===== src/rtl/add_sub_arb_pkg.sv =====
// ============================================================================
// add_sub_arb_pkg : shared types and constants for the add/sub arbiter slice
// Rev 1.0
// ============================================================================
`default_nettype none

package add_sub_arb_pkg;

    typedef enum logic {
        ST_EMPTY = 1'b0,
        ST_FULL  = 1'b1
    } arb_state_t;

    localparam logic CTRL_ADD = 1'b0;
    localparam logic CTRL_SUB = 1'b1;

    localparam int OP_COUNT_W = 16;

endpackage

`default_nettype wire


===== src/rtl/optimal_add_sub.sv =====
// ============================================================================
// optimal_add_sub : Kogge-Stone parallel-prefix adder/subtractor, {cout, sum}
// Rev 1.0
// ============================================================================
`default_nettype none

module optimal_add_sub
    import add_sub_arb_pkg::*;
#(
    parameter int DATA_WIDTH = 8
) (
    input  logic [DATA_WIDTH-1:0] op1,
    input  logic [DATA_WIDTH-1:0] op2,
    input  logic                  ctrl,
    output logic [DATA_WIDTH:0]   result
);

    localparam int LEVELS = (DATA_WIDTH > 1) ? $clog2(DATA_WIDTH) : 1;

    logic                                w_cin;
    logic [DATA_WIDTH-1:0]               w_b;
    logic [DATA_WIDTH-1:0]               w_p0;
    logic [LEVELS:0][DATA_WIDTH-1:0]     w_g;
    logic [LEVELS-1:0][DATA_WIDTH-1:0]   w_p;
    logic [DATA_WIDTH:0]                 w_carry;

    always_comb begin
        w_cin   = (ctrl == CTRL_SUB);
        w_b     = w_cin ? ~op2 : op2;
        w_p0    = op1 ^ w_b;
        w_g     = '0;
        w_p     = '0;
        w_carry = '0;

        // Carry-in folded into bit 0 generate so the prefix tree yields true carries.
        w_g[0]    = op1 & w_b;
        w_g[0][0] = w_g[0][0] | (w_p0[0] & w_cin);
        w_p[0]    = w_p0;

        for (int k = 1; k <= LEVELS; k++) begin
            for (int i = 0; i < DATA_WIDTH; i++) begin
                if (i >= (1 << (k - 1))) begin
                    w_g[k][i] = w_g[k-1][i] | (w_p[k-1][i] & w_g[k-1][i - (1 << (k - 1))]);
                    if (k < LEVELS) begin
                        w_p[k][i] = w_p[k-1][i] & w_p[k-1][i - (1 << (k - 1))];
                    end
                end else begin
                    w_g[k][i] = w_g[k-1][i];
                    if (k < LEVELS) begin
                        w_p[k][i] = w_p[k-1][i];
                    end
                end
            end
        end

        w_carry[0] = w_cin;
        for (int i = 1; i <= DATA_WIDTH; i++) begin
            w_carry[i] = w_g[LEVELS][i-1];
        end

        result = {w_carry[DATA_WIDTH], w_p0 ^ w_carry[DATA_WIDTH-1:0]};
    end

endmodule

`default_nettype wire


===== src/rtl/rr_arbiter.sv =====
// ============================================================================
// rr_arbiter : combinational round-robin grant starting the search at ptr
// Rev 1.0
// ============================================================================
`default_nettype none

module rr_arbiter #(
    parameter  int NUM_REQ = 4,
    localparam int ID_W    = $clog2(NUM_REQ)
) (
    input  logic [NUM_REQ-1:0] req,
    input  logic [ID_W-1:0]    ptr,
    output logic [NUM_REQ-1:0] gnt_oh,
    output logic [ID_W-1:0]    gnt_idx
);

    logic [NUM_REQ-1:0] w_mask;
    logic [NUM_REQ-1:0] w_sel;

    // Requests at or above ptr win first; otherwise wrap to the lowest index.
    always_comb begin
        w_mask = '0;
        for (int i = 0; i < NUM_REQ; i++) begin
            w_mask[i] = (ID_W'(i) >= ptr);
        end
        w_sel = (|(req & w_mask)) ? (req & w_mask) : req;
    end

    always_comb begin
        gnt_idx = '0;
        gnt_oh  = '0;
        for (int i = NUM_REQ - 1; i >= 0; i--) begin
            if (w_sel[i]) begin
                gnt_idx = ID_W'(i);
            end
        end
        if (|req) begin
            gnt_oh[gnt_idx] = 1'b1;
        end
    end

endmodule

`default_nettype wire


===== src/rtl/add_sub_arbiter.sv =====
// ============================================================================
// add_sub_arbiter : round-robin sharing of one add/sub datapath, 1-deep output
// Rev 1.0
// ============================================================================
`default_nettype none

module add_sub_arbiter
    import add_sub_arb_pkg::*;
#(
    parameter  int DATA_WIDTH = 8,
    parameter  int NUM_REQ    = 4,
    localparam int ID_W       = $clog2(NUM_REQ)
) (
    input  logic                          clk,
    input  logic                          rst_n,
    input  logic [NUM_REQ-1:0]            req_valid,
    output logic [NUM_REQ-1:0]            req_ready,
    input  logic [NUM_REQ*DATA_WIDTH-1:0] req_op1,
    input  logic [NUM_REQ*DATA_WIDTH-1:0] req_op2,
    input  logic [NUM_REQ-1:0]            req_ctrl,
    output logic                          rsp_valid,
    input  logic                          rsp_ready,
    output logic [DATA_WIDTH:0]           rsp_result,
    output logic [ID_W-1:0]               rsp_id,
    output logic                          rsp_ctrl,
    output logic [OP_COUNT_W-1:0]         op_count
);

    arb_state_t              r_state;
    arb_state_t              w_state_nxt;
    logic [ID_W-1:0]         r_rr_ptr;
    logic [ID_W-1:0]         w_gnt_idx;
    logic [NUM_REQ-1:0]      w_gnt_oh;
    logic                    w_can_accept;
    logic                    w_accept;
    logic [DATA_WIDTH-1:0]   w_op1;
    logic [DATA_WIDTH-1:0]   w_op2;
    logic                    w_ctrl;
    logic [DATA_WIDTH:0]     w_dp_result;
    logic [DATA_WIDTH:0]     r_result;
    logic [ID_W-1:0]         r_id;
    logic                    r_ctrl;
    logic [OP_COUNT_W-1:0]   r_op_count;

    rr_arbiter #(
        .NUM_REQ (NUM_REQ)
    ) u_rr_arbiter (
        .req     (req_valid),
        .ptr     (r_rr_ptr),
        .gnt_oh  (w_gnt_oh),
        .gnt_idx (w_gnt_idx)
    );

    assign w_can_accept = (r_state == ST_EMPTY) || rsp_ready;
    assign w_accept     = w_can_accept && (|req_valid);

    always_comb begin
        w_op1  = '0;
        w_op2  = '0;
        w_ctrl = CTRL_ADD;
        for (int i = 0; i < NUM_REQ; i++) begin
            if (w_gnt_idx == ID_W'(i)) begin
                w_op1  = req_op1[i*DATA_WIDTH +: DATA_WIDTH];
                w_op2  = req_op2[i*DATA_WIDTH +: DATA_WIDTH];
                w_ctrl = req_ctrl[i];
            end
        end
    end

    optimal_add_sub #(
        .DATA_WIDTH (DATA_WIDTH)
    ) u_datapath (
        .op1    (w_op1),
        .op2    (w_op2),
        .ctrl   (w_ctrl),
        .result (w_dp_result)
    );

    // State register
    always_ff @(posedge clk or negedge rst_n) begin
        if (!rst_n) begin
            r_state <= ST_EMPTY;
        end else begin
            r_state <= w_state_nxt;
        end
    end

    // Next-state logic: a fresh accept always refills, a drained slot empties
    always_comb begin
        w_state_nxt = r_state;
        case (r_state)
            ST_EMPTY: begin
                if (w_accept) begin
                    w_state_nxt = ST_FULL;
                end
            end
            ST_FULL: begin
                if (w_accept) begin
                    w_state_nxt = ST_FULL;
                end else if (rsp_ready) begin
                    w_state_nxt = ST_EMPTY;
                end
            end
            default: w_state_nxt = ST_EMPTY;
        endcase
    end

    // Output logic
    always_comb begin
        rsp_valid = (r_state == ST_FULL);
        req_ready = w_accept ? w_gnt_oh : '0;
    end

    always_ff @(posedge clk or negedge rst_n) begin
        if (!rst_n) begin
            r_rr_ptr <= '0;
            r_result <= '0;
            r_id     <= '0;
            r_ctrl   <= 1'b0;
        end else if (w_accept) begin
            r_rr_ptr <= (w_gnt_idx == ID_W'(NUM_REQ - 1)) ? '0 : w_gnt_idx + ID_W'(1);
            r_result <= w_dp_result;
            r_id     <= w_gnt_idx;
            r_ctrl   <= w_ctrl;
        end
    end

    always_ff @(posedge clk or negedge rst_n) begin
        if (!rst_n) begin
            r_op_count <= '0;
        end else if (rsp_valid && rsp_ready) begin
            r_op_count <= r_op_count + OP_COUNT_W'(1);
        end
    end

    assign rsp_result = r_result;
    assign rsp_id     = r_id;
    assign rsp_ctrl   = r_ctrl;
    assign op_count   = r_op_count;

endmodule

`default_nettype wire


===== config.mk =====
export PLATFORM = sky130hd
export DESIGN_NAME = add_sub_arbiter
export DESIGN_NICKNAME = d
export VERILOG_FILES = /design/src/rtl/add_sub_arb_pkg.sv /design/src/rtl/optimal_add_sub.sv /design/src/rtl/rr_arbiter.sv /design/src/rtl/add_sub_arbiter.sv
export SDC_FILE = /design/constraint.sdc
export NUM_CORES = 1
export LEC_CHECK = 0
export ABC_AREA = 1
export BUFFER_PORTS_ARGS = -buffer_cell sky130_fd_sc_hd__buf_4
export CELL_PAD_IN_SITES_DETAIL_PLACEMENT = 1
export CELL_PAD_IN_SITES_GLOBAL_PLACEMENT = 1
export CORE_MARGIN = 2
export CORE_UTILIZATION = 30
export CTS_BUF_LIST = sky130_fd_sc_hd__clkbuf_4
export DETAILED_ROUTE_END_ITERATION = 10
export PLACE_DENSITY_LB_ADDON = 0.1
export SLEW_MARGIN = 40
export SYNTH_ARGS = -nofsm -noshare
export SYNTH_HDL_FRONTEND = slang
export SYNTH_SLANG_ARGS = --single-unit

===== constraint.sdc =====
create_clock -name clk -period 3.6 [get_ports clk]
set_input_delay 0.36 -clock clk [delete_from_list [all_inputs] [get_ports clk]]
set_output_delay 0.36 -clock clk [all_outputs]
set_load 0.01 [all_outputs]

## Word level (Yosys, flattened, before mapping)

Cells that the tools add are included.

| storage, ports and cells | value |
|---|---|
| register bits | 31 |
| output and inout bits | 33 |
| logic and storage cells | 103 |
| input port bits | 75 |

| operators by class | value |
|---|---|
| reductions and logical operators | 7 |
| eq/ne operators | 3 |
| multiplexer cells | 27 |
| $add $sub $neg | 2 |
| magnitude comparators | 6 |
| bitwise operators | 52 |

Operators by type and width:

| operator | number |
|---|---|
| $mux W8 | 9 |
| $and A1 B1 Y1 | 28 |
| $or A1 B1 Y1 | 18 |
| $add A16 B1 Y16 const B | 1 |
| $xor A8 B8 Y8 | 2 |
| $mux W4 | 3 |
| $mux W2 | 5 |
| $and A8 B8 Y8 | 1 |
| $mux W1 | 8 |
| $not A8 Y8 | 1 |
| $reduce_or A4 Y1 | 2 |
| $and A4 B4 Y4 | 1 |
| $eq A2 B2 Y1 const B | 2 |
| $ge A1 B2 Y1 const A | 2 |
| $ge A2 B2 Y1 const A | 2 |
| $logic_and A1 B1 Y1 | 3 |
| $lt A2 B3 Y1 const B | 1 |
| $add A2 B1 Y2 const B | 1 |
| $demux W1 S2 | 1 |
| $eq A2 B1 Y1 const B | 1 |
| $ge A2 B1 Y1 const B | 1 |
| $logic_not A2 Y1 | 1 |
| $pmux W1 S2 | 1 |
| $logic_or A1 B1 Y1 | 1 |
| $not A1 Y1 | 1 |

## Depth between registers and ports, before layout

| logic depth | value |
|---|---|
| depth in word-level cells | 24 |
| mapped depth | 25 |
| depth with buffers taken out | 25 |

## Hierarchy

From an unflattened synthesis, not the netlist that was laid out.

| second synthesis, totals | value |
|---|---|
| cells, all modules | 409 |
| area, all modules | 2662.6 um^2 |

By module, submodules not included:

| module | area an instance (um^2) | sequential area each (um^2) | cells each | times used |
|---|---|---|---|---|
| add_sub_arbiter | 2060.7 | 775.7 | 312 | 1 |
| optimal_add_sub | 464.2 | 0.0 | 72 | 1 |
| rr_arbiter | 137.6 | 0.0 | 25 | 1 |

## Worst setup path before layout

OpenSTA, ideal clock, no wires.

| path | value |
|---|---|
| kind | flip-flop to flip-flop |
| from | register r_rr_ptr[1] |
| to | register r_result[6] (netlist: rsp_result[6]) |
| clock period less this slack | 3.482 ns |
| path buffers | 1 |
| setup time | 0.121 ns |
| path slack | 0.118 ns |
| data arrival time | 3.361 ns |
| stages on the path, launching flop included | 21 |
| data required time | 3.479 ns |
| cells stage by stage | dfrtp_1 -> a21boi_0 -> nor2_1 -> a31oi_1 -> inv_1 -> nor3_1 -> inv_1 -> ha_1 -> buf_6 -> a21oi_1 -> nand2_1 -> a21oi_4 -> xnor2_1 -> fa_1 -> o21ai_0 -> nand2_1 -> nand2_1 -> a21oi_1 -> nor2_1 -> nor2_1 -> a22o_1 |

| between the ends | value |
|---|---|
| longest elaborated chain between the ends | 23 |
| elaborated cells between the ends (all ways) | 47 |
| those cells by class | order compare (4); eq/ne (3); mux (18); bitwise (20); reduce/logical (2) |

Ends and longest elaborated chain:

| item | RTL line | source |
|---|---|---|
| start: declaration | add_sub_arbiter.sv:31 | `logic [ID_W-1:0] r_rr_ptr;` |
| start signal: assignment | add_sub_arbiter.sv:121 | `r_rr_ptr <= (w_gnt_idx == ID_W'(NUM_REQ - 1)) ? '0 : w_gnt_idx + ID_W'(1);` |
| $ge A1 B2 Y1 or $ge A2 B2 Y1 (tied branches) | rr_arbiter.sv:24 | `w_mask[i] = (ID_W'(i) >= ptr);` |
| $and A4 B4 Y4 * | rr_arbiter.sv:26 | `w_sel = (\|(req & w_mask)) ? (req & w_mask) : req;` |
| $reduce_or A4 Y1 | rr_arbiter.sv:26 |  |
| $mux W4 * | rr_arbiter.sv:26 |  |
| $mux W2 (3 in a row) | rr_arbiter.sv:33 | `if (w_sel[i]) begin` |
| $mux W2 * | rr_arbiter.sv:33 |  |
| named net u_rr_arbiter.gnt_idx[1] | rr_arbiter.sv:14 | `output logic [ID_W-1:0] gnt_idx` |
| $logic_not A2 Y1 | add_sub_arbiter.sv:62 | `if (w_gnt_idx == ID_W'(i)) begin` |
| [6 not listed] | -- |  |
| $xor A8 B8 Y8 | optimal_add_sub.sv:30 | `w_p0 = op1 ^ w_b;` |
| $and A1 B1 Y1 | optimal_add_sub.sv:37 | `w_g[0][0] = w_g[0][0] \| (w_p0[0] & w_cin);` |
| $or A1 B1 Y1 | optimal_add_sub.sv:37 |  |
| $and A1 B1 Y1 | optimal_add_sub.sv:43 | `w_g[k][i] = w_g[k-1][i] \| (w_p[k-1][i] & w_g[k-1][i - (1 << (k - 1))]);` |
| $or A1 B1 Y1 | optimal_add_sub.sv:43 |  |
| $and A1 B1 Y1 | optimal_add_sub.sv:43 |  |
| $or A1 B1 Y1 | optimal_add_sub.sv:43 |  |
| $xor A8 B8 Y8 * | optimal_add_sub.sv:61 | `result = {w_carry[DATA_WIDTH], w_p0 ^ w_carry[DATA_WIDTH-1:0]};` |
| end signal: assignment | add_sub_arbiter.sv:122 | `r_result <= w_dp_result;` |
| end: declaration | add_sub_arbiter.sv:40 | `logic [DATA_WIDTH:0] r_result;` |

The timed path passes the listed nets; every way through them passes the cells marked *.
A chain may end at the register's enable or synchronous reset.

## Worst setup path in the final report

Ends and elaborated chain as after synthesis.

==> run_results.csv <==
group,metric,value,unit
sta,worstMarginPinSlew,0.4620,ns
clocking,h-tree-depth,2,
sta,slew_headroom,68.94,%
sta,min_period,3.401,ns
grt,grt_max_degree,32,
grt,grt_overflow_total,0,
synthesis,ys.flop_type,"dfrtp_1",
route,first_iter_violations,37,
route,first_pass_iters,3,
sta,tns,0,ns
critical_path,rrSetupSlack,0.20,ns
grt,grt_usage,17.60,%
synthesis,synth_enable_flop_cells,0,
place,port_buffers,107,
worst_hold_path,whs_endpoint,"rsp_valid",
route,vias,2527,
place,dp_hpwl,5755,um
die,die_y,91.72,um
power,power_density,954.7,nW/um2
synthesis,ys_ff_latch,31,
place,place.gp.congestion,0.7869,
synthesis,avgSynthCellArea,7.594,um2
finish,seqCellArea,775.7,um2
power,p_total,0.003527,W
power,irDropWorstVdd,0.3404,mV
worst_hold_path,worstHoldPathCells,2,
critical_path,r2r_cells,23,
power,leakage,1.875,nW
route,wl_met3,535,um
route,ant_nets,0,
finish,fin_util,50.14,%
critical_path,critPathKind,"reg -> reg",
die,start_util,31.32,%
clocking,cts_buffer_depth,2,
critical_path,r2r-start,"r_rr_ptr[1]",
sta,setup_viol,0,
route,post-route-drc-count,0,
route,met2WireLength,3492,um
route,drt-vias-per-instance,4.741,
sta,hold_viol,0,
synthesis,synth_area_leaders,"dfrtp_1 (34%), nand2_1 (9.6%), ha_1 (6.5%)",
worst_hold_path,worstHoldStart,"rsp_ready",
finish,syn_to_final_growth,60.05,%
job,drv_cap,0,
synthesis,synthesis.area,2308,um2
clocking,root_buffer,"clkbuf_4",
die,core_area,7370,um2
worst_hold_path,hp-class,"in -> reg",
synthesis,yosys_warnings,0,
clocking,path_clk_slew,0.11,ns
sta,timing.fmax,0.2940,GHz
route,maxUsedRoutingLayer,"met4",
synthesis,syn-num-nets,392,
route,met1_length,3228,um
grt,antenna_found_initial,0,
clocking,cts_sinks,31,
route,post_drt_wl_per_cell,13.78,um
sta,slew_viol_final,0,
finish,nets,521,
sta,fin_skew,0.01871,ns
finish,nFillCells,937,
finish,multiInputGateArea,1551,um2
sta,whs,0.2350,ns
run_status,status,"finished clean",
die,row_count,31,
die,design.die.area,8413,um2
clocking,clk_latency,0.33,ns
critical_path,critPathCaptureType,"flip-flop",
grt,grt_pass1_vias,2661,
grt,grt_pass1_wl,12120,um
synthesis,synthDistinctLibCells,33,
synthesis,yosysTopAreaCellShare,33.60,%
clocking,cts_tree,"done",
sta,post-route-period-util,94.47,%
finish,drive_gt1_share,44.70,%
critical_path,required,3.81,ns
die,num_io_pins,108,
clocking,numCtsBuffers,5,
critical_path,crit_arrival,3.61,ns
critical_path,r2r-end,"rsp_result[6]",
synthesis,seq_area_frac_synth,33.60,%
critical_path,crit_path_max_fanout,9,
synthesis,synthArstFlopShare,100.0,%
synthesis,yosys.area.top_type,"dfrtp_1",
die,die_w,91.72,um
finish,n_antenna_cell,0,
critical_path,start_kind,"flip-flop",
synthesis,synth_cells,304,
route,routed_wl,7346,um
[state kept, by name, indices dropped and copies added, names as in the netlist]
name	cells
op_count	16
r_rr_ptr	2
rsp_ctrl	1
rsp_id	2
rsp_result	9
rsp_valid	1
[timing repair]
action,CTS,global route
setup buffers,4,1
endpoints found under the hold margin,31,0
setup endpoints to repair,6,5
resized for setup,27,27
hold buffers,1,0
pin swaps,9,15
[power breakdown]
| part | switching [W] | internal, W |
|---|---|---|
| sequential | 0.0000941 | 0.000471 |
| combinational | 0.00140 | 0.00129 |
| clock | 0.000120 | 0.000143 |
[Yosys cell counts, types with 2 or more instances]
library cell	n
nand2_1	59
inv_1	33
dfrtp_1	31
nor2_1	27
a21oi_1	24
o21ai_0	19
xor2_1	15
nand3_1	14
ha_1	12
xnor2_1	8
a22oi_1	7
clkbuf_1	7
a221oi_1	6
o31ai_1	6
buf_2	4
nor2_2	4
a31oi_1	3
inv_2	3
nor3_1	3
a21boi_0	2
a22o_1	2
nand2_2	2
nand3_2	2
nor3_2	2
[cells by family (layout without fill, tap and decap cells)]
family,after synthesis,count (layout),synth area share (%)
buffers and inverters,48,178,8.347
AND/OR/NAND/NOR,116,116,22.33
XOR/XNOR,23,23,8.727
flip-flops,31,31,33.60
adder cells (fa/ha/maj),13,13,7.371
AO/OA/AOI/OAI,73,73,19.62
[through the flow]
step,instances,setup WS (ns),area (um2)
final,533,0.1990,3695
after global routing,533,-0.04598,3695
after CTS,532,0.02878,3556
after detailed placement,519,-0.3143,3352
after global placement,519,0.03271,3352
after floorplan,304,0.1178,2308
[routing by layer]
metal | vias up | global-route usage, %
met3 | 6 | 4.273
met4 | 0 | 4.851
met1 | 1173 | 22.39
met2 | 85 | 29.72
li1 | 1263 | -
met5 | - | 0
[area by class of cell]
class	count	share of cell area, %
multi-input cells	225	41.99
repair buffers	134	27.94
flip-flops and latches	31	21.00
inverters	36	3.657
well taps	99	3.353
clock inverters	3	1.050
clock buffers	5	1.016
[cells in the final DEF (no fill, tap or decap), types with 14 or more instances in the layout]
cell type  instances
nor2_1            23
inv_1             29
o21ai_0           15
buf_4            129
nand3_1           14
a21oi_1           16
dfrtp_1           31
nand2_1           55
xor2_1            14
[worst max path at each step]
| stage | from | endpoint | slack [ns] |
|---|---|---|---|
| 2_1_floorplan | r_rr_ptr[1] | rsp_result[6] | 0.12 |
| 3_3_place_gp | req_valid[2] | rsp_result[8] | 0.03 |
| 3_5_place_dp | req_valid[2] | rsp_result[8] | -0.31 |
| 4_1_cts | r_rr_ptr[1] | rsp_result[6] | 0.03 |
| 5_1_grt | r_rr_ptr[1] | rsp_result[6] | -0.05 |
| 6_report | r_rr_ptr[1] | rsp_result[6] | 0.20 |
[worst max-delay path: stages, from the launching register on]
cell and delay [ns]:
dfrtp_1 0.44, a21boi_2 0.21, nor2_2 0.08, a31oi_4 0.19
inv_2 0.07, nor3_4 0.14, inv_2 0.09, ha_4 0.18
buf_6 0.14, inv_2 0.07, nand3_1 0.08, nand2_2 0.09
a21oi_4 0.07, buf_6 0.13, xor2_1 0.15, ha_1 0.33
nand2_1 0.08, o21ai_2 0.15, nand2_2 0.08, nand2_2 0.09
a21oi_4 0.06, nor2_2 0.10, nor2_1 0.05, a22o_1 0.18
Power figures use the tool's default switching activity.
